[src/rtl/pc_fetch_unit.sv]
// pc_fetch_unit: program counter, instruction fetch and IF/ID register with stall, flush, branch, halt and fault handling.
module pc_fetch_unit #(
    parameter int          MEM_BYTES   = 100,
    parameter logic [15:0] RESET_PC    = 16'h0000,
    parameter logic [15:0] HALT_OPCODE = 16'hF000
) (
    input  logic        i_clk,
    input  logic        i_rst_n,
    input  logic        i_stall,
    input  logic        i_flush,
    input  logic        i_branch_taken,
    input  logic [15:0] i_branch_target,
    input  logic [15:0] i_instr_in,
    output logic [15:0] o_pointer,
    output logic [15:0] o_ifid_instr,
    output logic [15:0] o_ifid_pc,
    output logic [15:0] o_ifid_pc_plus2,
    output logic        o_ifid_valid,
    output logic        o_halted,
    output logic        o_fetch_fault
);
    typedef enum logic [1:0] {RUN, HALT, FAULT} state_t;
    localparam logic [15:0] LAST = 16'(MEM_BYTES - 2);
    state_t      r_state, w_state_nx;
    logic [15:0] r_pc, w_pc_nx, r_instr, r_ifpc, r_ifpc2;
    logic        r_valid, w_hold, w_capture, w_tgt_bad, w_pc_bad;
    assign w_tgt_bad = i_branch_target[0] | (i_branch_target > LAST);
    assign w_pc_bad  = r_pc[0] | (r_pc > LAST);
    // IF/ID loads a bubble whenever neither hold nor capture is selected
    always_comb begin
        w_state_nx = r_state;
        w_pc_nx    = r_pc;
        w_hold     = 1'b0;
        w_capture  = 1'b0;
        case (r_state)
            RUN: begin
                if (i_branch_taken) begin
                    if (w_tgt_bad) w_state_nx = FAULT;
                    else w_pc_nx = i_branch_target;
                end else if (w_pc_bad) begin
                    w_state_nx = FAULT;
                end else if (i_stall) begin
                    w_hold = !i_flush;
                end else if (i_flush) begin
                    w_pc_nx = r_pc + 16'd2;
                end else begin
                    w_capture = 1'b1;
                    if (i_instr_in == HALT_OPCODE) w_state_nx = HALT;
                    else w_pc_nx = r_pc + 16'd2;
                end
            end
            HALT: begin
                w_hold = i_stall & !i_flush;
                if (i_branch_taken) begin
                    w_hold = 1'b0;
                    if (w_tgt_bad) w_state_nx = FAULT;
                    else begin
                        w_pc_nx    = i_branch_target;
                        w_state_nx = RUN;
                    end
                end
            end
            default: w_hold = i_stall & !i_flush;
        endcase
    end
    always_ff @(posedge i_clk or negedge i_rst_n) begin
        if (!i_rst_n) begin
            r_state <= RUN;
            r_pc    <= RESET_PC;
            r_instr <= '0;
            r_ifpc  <= '0;
            r_ifpc2 <= '0;
            r_valid <= 1'b0;
        end else begin
            r_state <= w_state_nx;
            r_pc    <= w_pc_nx;
            if (!w_hold) begin
                r_instr <= w_capture ? i_instr_in : '0;
                r_ifpc  <= w_capture ? r_pc : '0;
                r_ifpc2 <= w_capture ? r_pc + 16'd2 : '0;
                r_valid <= w_capture;
            end
        end
    end
    assign o_pointer       = r_pc;
    assign o_ifid_instr    = r_instr;
    assign o_ifid_pc       = r_ifpc;
    assign o_ifid_pc_plus2 = r_ifpc2;
    assign o_ifid_valid    = r_valid;
    assign o_halted        = (r_state == HALT);
    assign o_fetch_fault   = (r_state == FAULT);
endmodule

[config.mk]
export PLATFORM = sky130hd
export DESIGN_NAME = pc_fetch_unit
export DESIGN_NICKNAME = d
export VERILOG_FILES = /design/src/rtl/pc_fetch_unit.sv
export SDC_FILE = /design/constraint.sdc
export NUM_CORES = 1
export LEC_CHECK = 0
export ABC_AREA = 1
export ABC_CLOCK_PERIOD_IN_PS = 3800
export BUFFER_PORTS_ARGS = -buffer_cell sky130_fd_sc_hd__buf_2
export CORE_MARGIN = 3
export CORE_UTILIZATION = 54
export DETAILED_ROUTE_END_ITERATION = 6
export PLACE_DENSITY = 0.92
export SETUP_SLACK_MARGIN = 0.5
export SLEW_MARGIN = 10
export SYNTH_ARGS = -nofsm -noshare
export SYNTH_HDL_FRONTEND = slang
export SYNTH_SLANG_ARGS = --single-unit
[constraint.sdc]
create_clock -name i_clk -period 3.8 [get_ports i_clk]
set_clock_uncertainty 0.2 [all_clocks]
set_input_delay 0.76 -clock i_clk [delete_from_list [all_inputs] [get_ports i_clk]]
set_output_delay 0.76 -clock i_clk [all_outputs]
set_load 0.03 [all_outputs]
==> impl_metrics.env, run 1 <==
export IMPL_tightest_slew_ns=0.796
export IMPL_ys_async_sr_fraction_pct=100
export IMPL_hold_viol_final=0
export IMPL_peakVddDrop_mv=0.208
export IMPL_place_congestion=0.940
export IMPL_drtAntennaViolNets=0
export IMPL_slew_violations=0
export IMPL_maxCapViolations=0
export IMPL_first_global_vias=2945
export IMPL_clk_pin_slew_ns=0.07
export IMPL_final_net_count=563
export IMPL_p_per_area_nw_per_um2=348
export IMPL_yosys_top_cells_count="114 x nand2_1, 66 x dfrtp_1, 54 x nand3_1, 52 x inv_1, 51 x nor2_1"
export IMPL_drc_errors=0
export IMPL_dpl_hpwl_um=6110
export IMPL_clk_latency_ns=0.34
export IMPL_fmax_ghz=0.436
export IMPL_synth_most_common_cell="nand2_1"
export IMPL_cts_sinks=66
export IMPL_netlist_instances=423
export IMPL_cts_tree="yes"
export IMPL_synth_yosys_seq_area_share_pct=48.3
export IMPL_grt_first_pass_wirelength_um=13500
export IMPL_synth_area_per_cell_um2=8.09
export IMPL_hp_class="in2async"
export IMPL_post_cts_setup_buffers=0
export IMPL_routedWlPerCell_um=13.3
export IMPL_startpoint="r_state[0]$_DFFE_PN0P_"
export IMPL_reg2reg_to="o_pointer[8]$_DFFE_PN0P_"
export IMPL_portBuffers=103
export IMPL_drt_pass1_iter_count=5
export IMPL_syn_cell_area_um2=3420
export IMPL_synth_distinct_cells=29
export IMPL_grt_setup_unrepaired="no"
export IMPL_drt_wl_total_um=8030
export IMPL_viasPerCell=5.22
export IMPL_cts_resized=0
export IMPL_cp_max_fo=5
export IMPL_pin_count=104
export IMPL_ys_ff_latch=66
export IMPL_vias=3157
export IMPL_rrSetupSlack_ns=1.61
export IMPL_critical_path_endpoint="o_halted"
export IMPL_dieArea_um2=7330
export IMPL_clockBufferDepth=2
export IMPL_root_buffer="clkbuf_8"
export IMPL_synth_top_cell_by_area="dfrtp_1"
export IMPL_layout_drive_gt1_share_pct=30.4
export IMPL_setup_violations=0
export IMPL_die_y_um=85.6
export IMPL_htree_num_levels=3
export IMPL_antenna_found_initial=0
export IMPL_insertedDiodeCount=0
export IMPL_end_kind="primary output"
export IMPL_netlist_area_leader_share_pct=48.3
export IMPL_initial_core_util_pct=56.8
export IMPL_rr_worst_depth=8
export IMPL_finalCritPeriodShare_pct=60.4
export IMPL_synth_warnings=0
export IMPL_core_um2=6030
export IMPL_post_route_util_pct=68.8
export IMPL_ys_flop_type="dfrtp_1"
export IMPL_timing_rr_start="r_state[0]$_DFFE_PN0P_"
export IMPL_synth_edf_count=0
export IMPL_synth_nets=461
export IMPL_crit_type="reg2out"
export IMPL_crit_arrival_ns=1.33
export IMPL_cts_made_buffers=9
export IMPL_min_period_ns=2.29
export IMPL_die_x_um=85.6
export IMPL_p_leak_nw=2.32
export IMPL_drt_iter0_markers=158
export IMPL_area_growth_pct=21.1
export IMPL_cp_required_ns=2.84
export IMPL_status="finished, final reports clean"
export IMPL_cts_hold_buf=0
export IMPL_slew_headroom_pct=46.9
export IMPL_cp_start_kind="flop"
export IMPL_finalSetupTns_ns=0
export IMPL_grt_overflow=0
export IMPL_grt_total_usage_pct=23.2
export IMPL_rows=28
export IMPL_power_mw=1.44
export IMPL_grt_max_degree=31
export IMPL_synthTopCellsByArea="dfrtp_1 48%, nand2_1 13%, nand3_1 7.9%"
-- how the worst min path moves through the flow --
stage,startpoint,end,slack [ns],depth (start not counted)
after floorplan,i_rst_n,o_ifid_instr[0]$_DFFE_PN0N_,0.26,0
after global placement,o_ifid_pc[9]$_DFFE_PN0N_,o_ifid_pc[9]$_DFFE_PN0N_,0.28,2
after detailed placement,o_ifid_pc_plus2[9]$_DFFE_PN0N_,o_ifid_pc_plus2[9]$_DFFE_PN0N_,0.28,2
after CTS,i_rst_n,o_ifid_pc_plus2[10]$_DFFE_PN0N_,0.19,1
after global routing,i_rst_n,o_ifid_instr[5]$_DFFE_PN0N_,0.20,1
final,i_rst_n,o_ifid_pc_plus2[10]$_DFFE_PN0N_,0.18,1
-- per-layer routing --
layer	up-vias	track usage (%)	wire [um]
met5	-	0	0
met4	0	10.2	115
li1	1534	-	-
met1	1474	30.3	3430
met2	138	36.9	3780
met3	11	5.38	701
-- report_power, final --
part	switching, mW	internal, mW	total (mW)
sequential	0.0122	0.709	0.721
combinational	0.0810	0.0367	0.118
clock	0.264	0.338	0.602
total	0.358	1.08	1.44
-- cells by family after synthesis --
family	count (synthesis)	synth area share (%)
buf+inv	71	9.47
compound gates	16	3.33
simple gates	265	37.6
xor+xnor	4	1.02
fa+ha+maj	1	0.366
flops	66	48.3
-- stage by stage --
step           worst slack, ns  hold WS (ns)  instances  instance area, um^2
6_report                  1.51         0.176        605                 4150
5_1_grt                   1.45         0.204        605                 4150
2_1_floorplan             1.74         0.264        423                 3420
3_5_place_dp              1.29         0.280        589                 3940
4_1_cts                   1.51         0.185        605                 4150
3_3_place_gp              1.33         0.278        589                 3940
-- sequential cells by signal (all words and copies together), names as in the netlist --
name	count
o_ifid_instr	16
o_pointer	16
o_ifid_pc_plus2	15
o_ifid_valid	1
o_ifid_pc	16
r_state	2
-- area by class of cell --
class                           instances  area [um^2]
Clock buffer                           12          155
Clock inverter                          4         50.0
Fill cell                             475         1880
Inverter                               56          210
Multi-Input combinational cell        286         1450
Sequential cell                        66         1650
Tap cell                               75         93.8
Timing Repair Buffer                  106          538
-- worst max-delay path, stage by stage, from the launching register on --
cell and delay (ns):
dfrtp_1 0.41, inv_1 0.05, nor2_1 0.26, buf_2 0.27
-- cell usage in the layout (no fill, tap or decap), types with 2 or more instances in the layout --
cell / count
buf_2: 103
o21ai_2: 9
nand3_2: 12
buf_4: 3
clkinvlp_4: 2
clkbuf_8: 11
nand2_4: 4
xor2_1: 3
nor2_2: 4
a21oi_1: 2
o21ai_0: 2
o21ai_1: 3
nand3_1: 54
nor2_1: 51
nor2_4: 3
dfrtp_1: 66
inv_1: 52
nand2_1: 114
or2_1: 2
nand4_1: 17
inv_2: 4
Note: power is estimated with default switching activity, not from simulation.
==> run 2, diff against run 1 <==
ABC_AREA = 0   (was 1)
ABC_CLOCK_PERIOD_IN_PS = 2200   (was 3800)
CORE_UTILIZATION = 48   (was 54)
PLACE_DENSITY = 0.88   (was 0.92)
clock period = 2.2 ns   (was 3.8 ns; I/O delays follow)
==> run 2 against run 1 <==
Clock-buffer cell count shrank 2. Sequential share of layout area decreased by 1.2 points. Area after synthesis shrank 21%. Final cell count is 26% lower. Register-to-register slack worse by 1.6 ns. Setup slack worse by 1.5 ns. Critical path type is now in2reg.
==> impl_metrics.env, run 2 <==
export IMPL_die_y_um=81.0
export IMPL_final_fill_count=312
export IMPL_cts_sinks=66
export IMPL_die_x_um=81.0
export IMPL_rows=26
export IMPL_yosys_top_cells_count="66 x dfrtp_1, 28 x and2_1, 24 x a22o_1, 11 x nand2_1"
export IMPL_syn_cell_area_um2=2700
export IMPL_synth_edf_count=0
export IMPL_grt_max_degree=67
export IMPL_drt_pass1_iter_count=6
export IMPL_cp_max_fo=6
export IMPL_clk_latency_ns=0.33
export IMPL_min_from="i_instr_in[2]"
export IMPL_synth_warnings=0
export IMPL_dpl_worst_slack_ns=-0.250
export IMPL_fmax_ghz=0.456
export IMPL_crit_arrival_ns=2.23
export IMPL_drt_iter0_markers=174
export IMPL_netlist_instances=217
export IMPL_synth_yosys_seq_area_share_pct=61.1
export IMPL_comb_power_share_pct=6.8
export IMPL_synth_area_per_cell_um2=12.4
export IMPL_slew_violations=0
export IMPL_cp_required_ns=2.23
export IMPL_routedWlPerCell_um=18.0
export IMPL_root_buffer="clkbuf_8"
export IMPL_synth_most_common_cell="dfrtp_1"
export IMPL_hold_viol_final=0
export IMPL_ys_flop_type="dfrtp_1"
export IMPL_portBuffers=103
export IMPL_core_um2=5270
export IMPL_p_per_area_nw_per_um2=651
export IMPL_grt_total_usage_pct=23.4
export IMPL_layout_common_cells="89 x buf_2, 60 x dfrtp_1, 32 x buf_4"
export IMPL_setup_ws_ns=0.00687
export IMPL_drt_wl_total_um=8040
export IMPL_viasPerCell=5.52
export IMPL_seq_power_share_pct=43.6
export IMPL_grt_first_pass_wirelength_um=11500
export IMPL_final_common_cell="buf_2"
export IMPL_regArea_um2=1660
export IMPL_cp_start_kind="primary input"
export IMPL_insertedDiodeCount=0
export IMPL_first_global_vias=2279
export IMPL_cts_made_buffers=9
export IMPL_synth_distinct_cells=43
export IMPL_net_switching_power_uw=585
export IMPL_drtAntennaViolNets=0
export IMPL_p_leak_nw=2.26
export IMPL_dpl_hpwl_um=4750
export IMPL_area_growth_pct=59.0
export IMPL_worst_hold_slack_ns=0.146
export IMPL_layout_drive_gt1_share_pct=53.3
export IMPL_synth_nets=255
export IMPL_netlist_area_leader_share_pct=61.1
export IMPL_synthTopCellsByArea="dfrtp_1 61%, a22o_1 7.8%, and2_1 6.5%"
export IMPL_switching_share_pct=20.9
export IMPL_pin_count=104
export IMPL_initial_core_util_pct=51.3
export IMPL_synth_top_cell_by_area="dfrtp_1"
export IMPL_grt_setup_unrepaired="yes"
export IMPL_finalCritPeriodShare_pct=99.7
export IMPL_clkPwrFrac_pct=49.5
export IMPL_final_net_count=410
export IMPL_peakVddDrop_mv=0.526
export IMPL_maxCapViolations=0
export IMPL_clockBufferDepth=2
export IMPL_crit_type="in2reg"
export IMPL_hp_class="in2reg"
export IMPL_fin_cells=447
export IMPL_vias=2466
export IMPL_tightest_slew_ns=0.436
export IMPL_ys_ff_latch=66
export IMPL_end_kind="flop"
export IMPL_dp_cells=403
export IMPL_slew_headroom_pct=70.7
export IMPL_htree_num_levels=3
export IMPL_multi_input_area_um2=1080
export IMPL_ys_async_sr_fraction_pct=100
export IMPL_clk_pin_slew_ns=0.07
export IMPL_startpoint="i_instr_in[6]"
export IMPL_rrSetupSlack_ns=0.03
export IMPL_timing_rr_start="o_pointer[3]$_DFFE_PN0P_"
export IMPL_antenna_found_initial=0
export IMPL_drc_errors=0
export IMPL_intPower_mw=2.21
export IMPL_dieArea_um2=6560
export IMPL_cts_tree="yes"
export IMPL_place_congestion=0.778
export IMPL_status="finished, final reports clean"
export IMPL_grt_overflow=0
export IMPL_min_period_ns=2.19
export IMPL_setup_violations=0
## run 2: changes by cell type after synthesis, moves of 8 or more
cell,delta
and2_1,+28
nand3_2,-12
nand3_1,-46
inv_1,-47
nor2_1,-43
o21ai_2,-8
nand4_1,-17
a22o_1,+24
nand2_1,-103
## run 2: cells by family (layout without fill, tap and decap cells)
group | Yosys count | after routing | share of synthesized area, %
adder cells (fa/ha/maj) | 1 | 1 | 0.463
AND/OR/NAND/NOR | 80 | 80 | 18.2
buffers and inverters | 18 | 178 | 3.43
XOR/XNOR | 4 | 4 | 1.30
flip-flops | 66 | 66 | 61.1
AO/OA/AOI/OAI | 48 | 48 | 15.5
## run 2: path summary, 6_finish.rpt
kind | cells past startpoint | endpoint
max | 7 | o_pointer[1]$_DFFE_PN0P_
min | 2 | o_ifid_instr[2]$_DFFE_PN0N_
max reg2reg | 5 | o_pointer[4]$_DFFE_PN0P_
min reg2reg | 2 | o_ifid_pc[1]$_DFFE_PN0N_
max in group asynchronous | 3 | o_pointer[4]$_DFFE_PN0P_
min in group asynchronous | 3 | o_ifid_pc[12]$_DFFE_PN0N_
## run 2: metrics by stage
stage,setup TNS (ns),power [mW],instance area (um^2),util [%]
after floorplan,-0.888,1.29,2750,-
after global placement,-2.25,1.38,3490,66.2
after detailed placement,-3.19,1.39,3490,66.2
after CTS,0,2.80,4010,76.1
after global routing,-0.263,2.88,4290,81.5
final,0,2.79,4290,81.5
## run 2: final cells by class
cell class | count | area share (%)
sequential | 66 | 38.6
timing repair buffer | 157 | 27.1
multi-input combinational | 133 | 25.3
clock buffer | 10 | 3.21
clock inverter | 6 | 3.18
tap | 70 | 2.04
inverter | 5 | 0.612
## run 2: layer usage
layer / track usage (%) / part of all wire (%) / vias to the layer above
met2: 38.1 / 50 / 112
li1: - / - / 1102
met4: 9.46 / 2.6 / 0
met3: 5.21 / 6.4 / 23
met1: 30.5 / 41 / 1229
met5: 0 / 0 / -
## run 2: critical path, stage by stage
cell      delay (ns)
buf_6           0.09
or4_4           0.54
nor4_4          0.42
a221oi_4        0.14
buf_6           0.17
a31o_1          0.21
a221oi_2        0.22
## run 2: what timing repair did
item	CTS	global route
pin swaps	7	33
setup endpoints to repair	74	78
hold buffers	1	0
gates resized for setup	29	52
gates cloned	3	1
setup buffers	9	14
hold endpoints to repair	66	0
## run 2: power groups by stage
stage          logic (mW)  registers, mW  clock network (mW)
4_1_cts             0.180           1.22                1.40
5_1_grt             0.204           1.22                1.46
6_report            0.190           1.22                1.38
3_3_place_gp        0.141           1.24                   0
2_1_floorplan      0.0400           1.25                   0
3_5_place_dp        0.146           1.24                   0
==> run 3, diff against run 2 <==
CORE_UTILIZATION = 50   (was 48)
CTS_BUF_LIST = sky130_fd_sc_hd__clkbuf_8   (was not set)
GPL_TIMING_DRIVEN = 0   (was not set)
PLACE_DENSITY = 0.9   (was 0.88)
==> run 3 against run 2 <==
The flow now finishes with violations (hold timing, setup timing). Combinational power is 15% lower. Clock-buffer cell count stayed put. Sequential cell count stayed put. Register-to-register slack worse by 0.11 ns. Clock power is 17% lower. Final area is 6.0% lower. Global-route usage is 1.6 points higher. Sequential share of layout area is 2.5 points higher. Non-clock buffer count is 9 lower. Final cell count is 2.0% lower.
==> impl_metrics.env, run 3 (same netlist as run 2, synthesis figures left out) <==
export IMPL_drt_wl_total_um=7390
export IMPL_layout_common_cells="95 x buf_2, 60 x dfrtp_1, 24 x and2_1, 24 x a22o_1, 23 x buf_4"
export IMPL_violations="hold timing, setup timing"
export IMPL_rows=26
export IMPL_root_buffer="clkbuf_8"
export IMPL_slew_headroom_pct=46.0
export IMPL_drt_pass1_iter_count=4
export IMPL_place_congestion=0.793
export IMPL_post_route_util_pct=78.0
export IMPL_fin_area_um2=4040
export IMPL_dieArea_um2=6320
export IMPL_clk_latency_ns=0.34
export IMPL_rr_worst_depth=9
export IMPL_drc_errors=0
export IMPL_cp_max_fo=10
export IMPL_setup_ws_ns=-0.0825
export IMPL_crit_arrival_ns=2.37
export IMPL_cp_required_ns=2.28
export IMPL_dpl_cell_area_um2=3360
export IMPL_cp_start_kind="flop"
export IMPL_final_net_count=401
export IMPL_max_stage_delay_ns=0.41
export IMPL_core_um2=5170
export IMPL_viasPerCell=5.42
export IMPL_hp_class="in2async"
export IMPL_drtAntennaViolNets=0
export IMPL_slew_violations=0
export IMPL_area_growth_pct=49.4
export IMPL_end_kind="flop"
export IMPL_peakVddDrop_mv=0.528
export IMPL_pin_count=104
export IMPL_worst_hold_slack_ns=-0.0154
export IMPL_first_global_vias=2407
export IMPL_path_common_cell="buf_6"
export IMPL_vias=2374
export IMPL_dpl_hpwl_um=4620
export IMPL_portBuffers=103
export IMPL_grt_setup_unrepaired="yes"
export IMPL_status="complete, but fails checks"
export IMPL_dpl_worst_slack_ns=-0.266
export IMPL_insertedDiodeCount=0
export IMPL_maxCapViolations=0
export IMPL_crit_chain="buf_6, o311ai_4, buf_4, buf_4, and4_1, o311a_4, buf_6, buf_6, a22o_1"
export IMPL_drt_iter0_markers=158
export IMPL_reg2reg_to="o_ifid_instr[3]$_DFFE_PN0N_"
export IMPL_p_leak_nw=2.14
export IMPL_clk_pin_slew_ns=0.08
export IMPL_clockBufferDepth=2
export IMPL_cts_sinks=66
export IMPL_cts_tree="yes"
export IMPL_finalCritPeriodShare_pct=104
export IMPL_min_period_ns=2.28
export IMPL_critPathSlowestCell="dfrtp_2"
export IMPL_initial_core_util_pct=52.2
export IMPL_fmax_ghz=0.438
export IMPL_die_y_um=79.5
export IMPL_grt_first_pass_wirelength_um=12100
export IMPL_routedWlPerCell_um=16.9
export IMPL_crit_type="reg2reg"
export IMPL_layout_drive_gt1_share_pct=52.7
export IMPL_grt_max_degree=67
export IMPL_htree_num_levels=3
export IMPL_antenna_found_initial=0
export IMPL_p_per_area_nw_per_um2=628
export IMPL_cts_made_buffers=9
export IMPL_die_x_um=79.5
export IMPL_grt_overflow=0
export IMPL_final_common_cell="buf_2"
export IMPL_hold_viol_final=21
export IMPL_rrSetupSlack_ns=-0.08
export IMPL_setup_violations=62
export IMPL_tightest_slew_ns=0.810
export IMPL_grt_total_usage_pct=25.0
export IMPL_timing_rr_start="o_pointer[4]$_DFFE_PN0P_"
[run 3: area by class of cell]
cell class	count	area, um^2
flip-flops and latches	66	1660
fillers	331	1140
multi-input cells	133	1060
repair buffers	135	832
plain buffers	13	145
clock buffers	10	138
clock inverters	6	88.8
well taps	70	87.6
inverters	5	23.8
[run 3: worst max path at each step]
stage | startpoint | to | cells past startpoint
floorplan | o_pointer[4]$_DFFE_PN0P_ | o_pointer[6]$_DFFE_PN0P_ | 7
global placement | i_instr_in[10] | o_pointer[6]$_DFFE_PN0P_ | 7
detailed placement | i_instr_in[10] | o_pointer[6]$_DFFE_PN0P_ | 7
CTS | o_pointer[3]$_DFFE_PN0P_ | o_pointer[6]$_DFFE_PN0P_ | 7
global route | o_pointer[4]$_DFFE_PN0P_ | o_pointer[6]$_DFFE_PN0P_ | 7
finish | o_pointer[4]$_DFFE_PN0P_ | o_ifid_instr[3]$_DFFE_PN0N_ | 9
[run 3: layer usage]
metal	wire, um	track usage [%]
met1	3070	32.2
met2	3820	42.0
met3	401	5.76
met4	101	7.73
met5	0	0
[run 3: worst max-delay path, delay by kind of cell (launching register included)]
kind                   cells  cell delay (ns)
AOI/OAI and AO/OA          3             0.73
buffers and inverters      5             0.68
DFF                        1             0.41
and+or+nand+nor            1             0.21
[run 3: per-stage QoR]
| step | power [mW] | setup TNS [ns] | hold slack (ns) | instances |
|---|---|---|---|---|
| after detailed placement | 1.37 | -8.39 | 0.266 | 390 |
| after global placement | 1.37 | -7.50 | 0.255 | 390 |
| after floorplan | 1.29 | -0.888 | -0.0556 | 217 |
| after global routing | 2.63 | -7.40 | 0.0361 | 438 |
| final | 2.54 | -2.21 | -0.0154 | 438 |
| after CTS | 2.55 | -0.00621 | 0.0111 | 428 |
[run 3: power by group]
part | internal [mW] | switching [mW]
registers | 1.22 | 0.00752
clock network | 0.671 | 0.480
logic | 0.0723 | 0.0899
[run 3: timing repair]
action / in CTS / in global routing
cloned: 6 / 0
hold buffers: 0 / 0
gates resized for setup: 52 / 13
setup buffers: 16 / 10
pin swaps: 37 / 7
setup endpoints to repair: 70 / 74
